File: src/rtl/ow_slave_responder.sv
// ow_slave_responder: 1-wire slave answering reset/presence, then commands.
// Define OW_SLAVE_CRC_EN to append a Dallas CRC8 byte to each transmitted word.
module ow_slave_responder #(
   parameter int         T_RST_MIN = 40,
   parameter int         T_PDLY    = 3,
   parameter int         T_PRES    = 12,
   parameter int         T_SAMPLE  = 3,
   parameter int         T_HOLD    = 6,
   parameter int         TX_BITS   = 32,
   parameter logic [7:0] READ_CMD  = 8'hBE,
   parameter int         CNT_W     = 10
) (
   input  logic               clk,
   input  logic               reset,
   input  logic               dq_in,
   output logic               dq_pull,
   input  logic [TX_BITS-1:0] tx_data,
   input  logic               tx_load,
   output logic [7:0]         cmd_data,
   output logic               cmd_valid,
   output logic [7:0]         rx_data,
   output logic               rx_valid,
   output logic               pres_done,
   output logic               tx_done,
   output logic               busy
);

`ifdef OW_SLAVE_CRC_EN
   localparam int TX_LEN = TX_BITS + 8;
`else
   localparam int TX_LEN = TX_BITS;
`endif
   localparam int BW = $clog2(TX_LEN + 1);

   typedef enum logic [2:0] {
      IDLE, RST_WAIT, PDLY, PRES, CMD, RX, TX
   } state_t;

   state_t state, state_nxt;

   logic               dq_m, dq_s, dq_d;
   logic [CNT_W-1:0]   low_cnt, tmr;
   logic               slot_act;
   logic [BW-1:0]      bit_cnt;
   logic [6:0]         sh7;
   logic [TX_BITS-1:0] shadow, shift;
   logic [7:0]         rx_byte;
   logic fall, rise, low_inc, rst_seen;
   logic in_slots, slot_start, wr_smp, rd_end;
   logic byte_end, tx_last, pdly_end, tx_bit;
`ifdef OW_SLAVE_CRC_EN
   logic [7:0] crc, crc_nxt;
   logic       data_phase;
`endif

   assign fall     = dq_d & ~dq_s;
   assign rise     = ~dq_d & dq_s;
   assign low_inc  = ~dq_s & ~dq_pull;
   assign rst_seen = low_inc && (low_cnt == CNT_W'(T_RST_MIN - 1));

   assign in_slots   = (state == CMD) || (state == RX) || (state == TX);
   assign slot_start = in_slots && fall && !slot_act;
   assign wr_smp     = ((state == CMD) || (state == RX)) && slot_act
                       && (tmr == CNT_W'(T_SAMPLE));
   assign rd_end     = (state == TX) && slot_act && (tmr == CNT_W'(T_HOLD));
   assign byte_end   = wr_smp && (bit_cnt == BW'(7));
   assign tx_last    = rd_end && (bit_cnt == BW'(TX_LEN - 1));
   assign pdly_end   = (tmr == CNT_W'(T_PDLY - 1));
   assign rx_byte    = {dq_s, sh7};

`ifdef OW_SLAVE_CRC_EN
   assign data_phase = (bit_cnt < BW'(TX_BITS));
   assign tx_bit     = data_phase ? shift[0] : crc[0];
   assign crc_nxt    = {1'b0, crc[7:1]}
                       ^ ({8{crc[0] ^ shift[0]}} & 8'h8C);
`else
   assign tx_bit = shift[0];
`endif

   // The slave only ever drives low: presence, or a 0 bit inside a read slot
   assign dq_pull   = (state == PRES)
                      || ((state == TX) && slot_act && !tx_bit);
   assign busy      = (state != IDLE);
   assign pres_done = (state == PRES) && (tmr == CNT_W'(T_PRES - 1));

   // State register
   always_ff @(posedge clk) begin
      if (reset) state <= IDLE;
      else       state <= state_nxt;
   end

   // Next-state logic; a detected bus reset overrides everything
   always_comb begin
      state_nxt = state;
      if (rst_seen) begin
         state_nxt = RST_WAIT;
      end else begin
         unique case (state)
            IDLE:     state_nxt = IDLE;
            RST_WAIT: if (rise) state_nxt = PDLY;
            PDLY:     if (pdly_end) state_nxt = PRES;
            PRES:     if (pres_done) state_nxt = CMD;
            CMD:      if (byte_end)
                         state_nxt = (rx_byte == READ_CMD) ? TX : RX;
            RX:       state_nxt = RX;
            TX:       if (tx_last) state_nxt = IDLE;
            default:  state_nxt = IDLE;
         endcase
      end
   end

   // Line synchronizer, low-run timer and shadow register
   always_ff @(posedge clk) begin
      if (reset) begin
         dq_m    <= 1'b1;
         dq_s    <= 1'b1;
         dq_d    <= 1'b1;
         low_cnt <= '0;
         shadow  <= '0;
      end else begin
         dq_m <= dq_in;
         dq_s <= dq_m;
         dq_d <= dq_s;
         if (dq_s)
            low_cnt <= '0;
         else if (low_inc && (low_cnt != CNT_W'(T_RST_MIN)))
            low_cnt <= low_cnt + CNT_W'(1);
         if (tx_load) shadow <= tx_data;
      end
   end

   // Slot timing, bit shifting and result strobes
   always_ff @(posedge clk) begin
      if (reset) begin
         tmr       <= '0;
         slot_act  <= 1'b0;
         bit_cnt   <= '0;
         sh7       <= '0;
         shift     <= '0;
         cmd_data  <= '0;
         cmd_valid <= 1'b0;
         rx_data   <= '0;
         rx_valid  <= 1'b0;
         tx_done   <= 1'b0;
`ifdef OW_SLAVE_CRC_EN
         crc       <= '0;
`endif
      end else begin
         cmd_valid <= 1'b0;
         rx_valid  <= 1'b0;
         tx_done   <= 1'b0;
         if (rst_seen) begin
            tmr      <= '0;
            slot_act <= 1'b0;
            bit_cnt  <= '0;
         end else begin
            case (state)
               RST_WAIT: tmr <= '0;
               PDLY: tmr <= pdly_end ? '0 : tmr + CNT_W'(1);
               PRES: begin
                  if (pres_done) begin
                     tmr      <= '0;
                     bit_cnt  <= '0;
                     slot_act <= 1'b0;
                  end else begin
                     tmr <= tmr + CNT_W'(1);
                  end
               end
               CMD, RX, TX: begin
                  if (slot_start) begin
                     slot_act <= 1'b1;
                     tmr      <= CNT_W'(1);
                  end else if (slot_act) begin
                     tmr <= tmr + CNT_W'(1);
                  end
                  if (wr_smp) begin
                     slot_act <= 1'b0;
                     sh7      <= rx_byte[7:1];
                     bit_cnt  <= byte_end ? '0 : bit_cnt + BW'(1);
                  end
                  if (byte_end && (state == CMD)) begin
                     cmd_data  <= rx_byte;
                     cmd_valid <= 1'b1;
                     if (rx_byte == READ_CMD) begin
                        shift <= tx_load ? tx_data : shadow;
`ifdef OW_SLAVE_CRC_EN
                        crc   <= '0;
`endif
                     end
                  end
                  if (byte_end && (state == RX)) begin
                     rx_data  <= rx_byte;
                     rx_valid <= 1'b1;
                  end
                  if (rd_end) begin
                     slot_act <= 1'b0;
                     bit_cnt  <= tx_last ? '0 : bit_cnt + BW'(1);
                     tx_done  <= tx_last;
`ifdef OW_SLAVE_CRC_EN
                     if (data_phase) begin
                        shift <= shift >> 1;
                        crc   <= crc_nxt;
                     end else begin
                        crc <= crc >> 1;
                     end
`else
                     shift <= shift >> 1;
`endif
                  end
               end
               default: ;
            endcase
         end
      end
   end

endmodule

File: config.mk
export PLATFORM = sky130hd
export DESIGN_NAME = ow_slave_responder
export DESIGN_NICKNAME = d
export VERILOG_FILES = /design/src/rtl/ow_slave_responder.sv
export SDC_FILE = /design/constraint.sdc
export NUM_CORES = 1
export LEC_CHECK = 0
export BUFFER_PORTS_ARGS = -buffer_cell sky130_fd_sc_hd__clkbuf_2
export CORE_MARGIN = 3
export CORE_UTILIZATION = 45
export CTS_BUF_LIST = sky130_fd_sc_hd__clkbuf_2
export DETAILED_ROUTE_END_ITERATION = 10
export PLACE_DENSITY = 0.7
export REMOVE_ABC_BUFFERS = 1
export SETUP_SLACK_MARGIN = 0.2
export SLEW_MARGIN = 20
export SYNTH_ARGS = -nofsm -noshare
export SYNTH_HDL_FRONTEND = slang
export SYNTH_SLANG_ARGS = --single-unit
File: constraint.sdc
create_clock -name clk -period 2.9 [get_ports clk]
set_clock_uncertainty 0.15 [all_clocks]
set_input_delay 0.145 -clock clk [delete_from_list [all_inputs] [get_ports clk]]
set_output_delay 0.145 -clock clk [all_outputs]
set_load 0.05 [all_outputs]
==> summary.txt <==
Register share of total power: 52.5%
Worst slew pin tran: 0.8997 ns
Initial Util: 47.03%
Layout area overhead: 23.65%
TritonCTS Buffers: 17
Worst path arrival time: 3.09 ns
Status: complete, no violations
Htree depth: 4
# nets final: 783
Yosys reg bits: 123
Drt via density: 5.379
Global route hottest layer: met2
Pleak: 0.003055 uW
Inst Count DP: 820
Worst-path clk slew: 0.16 ns
Ant. Diodes: 0
Cells after synthesis: 622
Tmin final: 2.626 ns
PD cells: 472.2 mW/mm2
WHS: 0.1059 ns
First-pass GRT wire length: 22350 um
Met3 Track Usage GR: 4.748%
Crit Path Class: flip-flop to flip-flop
Die X-Extent: 119.2 um
Clk network pwr share: 26.8%
DRT Pass-1 Iters: 5
Ys Warns: 0
Slew Viols, Final: 0
Placed cell areas: 0.006195 mm2
Via count: 4954
Commonest non-fill, non-tap cells in the layout: dfxtp_1 (122), nor2_1 (110), mux2i_1 (89)
Worst flop-to-flop path endpoint: shift[23]
Max-cap check violation count: 0
Non-Filler Instances: 921
Tot GR Track Use: 19.14%
Wirelength per Cell: 14.46 um
CP Max Fanout: 16
Post-Synth Adder-Cell Area: 1.085%
Worst reg2reg setup slack: 0.27 ns
Mapped Area: 0.005767 mm2
Worst VDD drop: 0.3097 mV
Crit-path max cell delay: 0.60 ns
Slowest stage cell on the critical path: or4_4
Mean Syn Cell Area: 9.271 um2
# clock sinks: 123
Hold Path Sink: shadow[7]
Min-delay src: tx_data[7]
HPWL after detailed placement: 8087 um
P_sw: 1041 uW
Overflow after GRT: 0
Die Height: 119.2 um
Tot Pwr: 3367 uW
CTS Buffer Depth: 2
Worst setup EP type: flip-flop
Setup crit start kind: flip-flop
Total core area: 0.01226 mm2
1st-iter DRT viols: 202
Final Hold Viols: 0
Combinational share of power: 20.7%
Setup TNS: 0 ns
R2r worst-path depth: 6
Cell area after layout: 0.007131 mm2
FP Rows: 40
Worst skew pair latency: 0.70 ns
DRC viols: 0
Port Buffers: 57
Clock root cell: clkbuf_2
FF-to-FF Start: tmr[9]
Worst Hold Class: primary input to flip-flop
Post-Synth XOR/XNOR Area: 1.215%
Sw Ratio: 30.90%
Post-synthesis simple-gate area fraction: 21.83%
Crit-path leading delay family: simple AND/OR/NAND/NOR gates
Mux cell area share after synthesis: 15.69%
Slew HR: 39.76%
RSZ-0062 raised after global routing: no
Buf/Inv on CP: 2
Post-synthesis async set-or-reset flop share: 0%
Initial antenna violation count: 0
Final Cycle Share: 90.54%
Share of cells above drive strength 1: 16.20%
Seq/Total Area, Yosys: 42.70%
Via count of the first global-routing pass: 4790
Die area: 0.01421 mm2
Post-synth top flop: dfxtp_1
Int Power: 2327 uW
Cells along the critical path: or4b_1 > or4_4 > a211oi_4 > buf_4 > buf_12 > mux2i_1
Fmax achieved: 0.3808 GHz
GPL Wtd Cong: 0.9050
Synth Area in Compound Gates: 13.50%
Hold Path Cell Cnt: 4
Required @ worst endpoint: 3.37 ns
# setup viols final: 0
Largest net degree at the start of global routing: 64
Most common cell after layout, fill and taps aside: dfxtp_1
Met1 usage: 23.47%
Met2 Usage GRT: 32.46%
Post-route ant nets: 0
I/O pins: 58
Main combinational cell family by area after synthesis: simple AND/OR/NAND/NOR gates
Final WL: 13320 um
CTS tree: done
EDFF count, synth: 0
Yosys cell types: 61
Yosys cell counts, types with 4 or more instances:
cell | count | share of area (%)
nor2b_1 | 5 | 0.54
a31oi_1 | 4 | 0.43
nand3_1 | 13 | 1.1
nand3b_1 | 4 | 0.52
a31o_2 | 6 | 0.91
buf_2 | 4 | 0.35
inv_1 | 10 | 0.65
dfxtp_1 | 123 | 43
a211o_1 | 33 | 5.0
nand2b_1 | 40 | 4.3
xnor2_1 | 7 | 1.1
and3_1 | 4 | 0.43
buf_6 | 4 | 0.78
ha_1 | 5 | 1.1
a21oi_1 | 16 | 1.4
a21o_1 | 6 | 0.78
or4_1 | 5 | 0.65
mux2i_1 | 89 | 15
nand2_1 | 24 | 1.6
nor2_1 | 110 | 7.2
clkbuf_1 | 27 | 1.8
nand4_1 | 11 | 1.2
and2_1 | 4 | 0.43
nor4_1 | 4 | 0.43
buf_1 | 6 | 0.39
nor3_1 | 6 | 0.52
routing by layer:
| metal | vias to the layer above | share of wire (%) |
|---|---|---|
| met5 | - | 0 |
| met4 | 0 | 1.6 |
| met3 | 20 | 4.3 |
| met2 | 105 | 49 |
| met1 | 2369 | 45 |
| li1 | 2460 | - |
cell type report:
type                            instances  area [um2]
Multi-Input combinational cell        447        3099
Tap cell                              168       210.2
Timing Repair Buffer                  142        1137
Clock buffer                           20       100.1
Fill cell                            1026        5131
Clock inverter                         10       78.83
Sequential cell                       123        2464
Inverter                               11       41.29
flip-flops by register name, indices dropped and copies added, names as in the netlist:
signal / flops
tmr: 10
rx_valid: 1
rx_data: 8
sh7: 7
shadow: 32
dq_m: 1
low_cnt: 10
slot_act: 1
bit_cnt: 6
cmd_valid: 1
cmd_data: 8
shift: 32
tx_done: 1
dq_s: 1
dq_d: 1
state: 3
power by group through the flow:
stage               Combinational [uW]  Clock, uW  Sequential, uW
detailed placement                 604          0            1800
global placement                   590          0            1800
finish                             698        903            1770
floorplan                          388          0            1820
global route                       754       1010            1770
CTS                                685        927            1770
cell families (layout without fill, tap and decap cells):
| logic type | after synthesis | in the layout |
|---|---|---|
| simple gates | 250 | 250 |
| flops | 123 | 123 |
| compound gates | 94 | 94 |
| mux | 90 | 90 |
| buf+inv | 52 | 183 |
| xor+xnor | 8 | 8 |
| fa+ha+maj | 5 | 5 |
what timing repair did:
action / CTS / global route
setup buffers: 2 / 0
pin swaps: 1 / 2
hold buffers: 68 / 0
gates cloned: 1 / 0
endpoints found under the hold margin: 92 / 0
setup endpoints to repair: 36 / 33
gates resized for setup: 2 / 6
worst register-to-register path, delay by kind of cell (launching register included):
family	cells	cell delay (ns)
mux	1	0.22
buf+inv	2	0.35
simple gates	2	1.13
compound gates	1	0.33
flops	1	0.37
worst max-delay path by stage:
stage               startpoint        end  slack (ns)  depth (start not counted)
floorplan             state[2]   shift[0]       -1.21                          4
global placement        tmr[4]   state[1]        0.17                          5
detailed placement      tmr[4]   shift[0]        0.09                          5
CTS                     tmr[4]   shift[0]        0.22                          6
global route            tmr[9]   shift[0]        0.21                          6
finish                  tmr[9]  shift[23]        0.27                          6
metrics by stage:
stage / utilization, % / setup WS (ns)
6_report: 58.15 / 0.2742
5_1_grt: 58.15 / 0.2139
4_1_cts: 57.97 / 0.2204
3_5_place_dp: 50.52 / 0.08820
3_3_place_gp: 50.52 / 0.1664
2_1_floorplan: - / -1.209
Note: power is estimated with default switching activity, not from simulation.
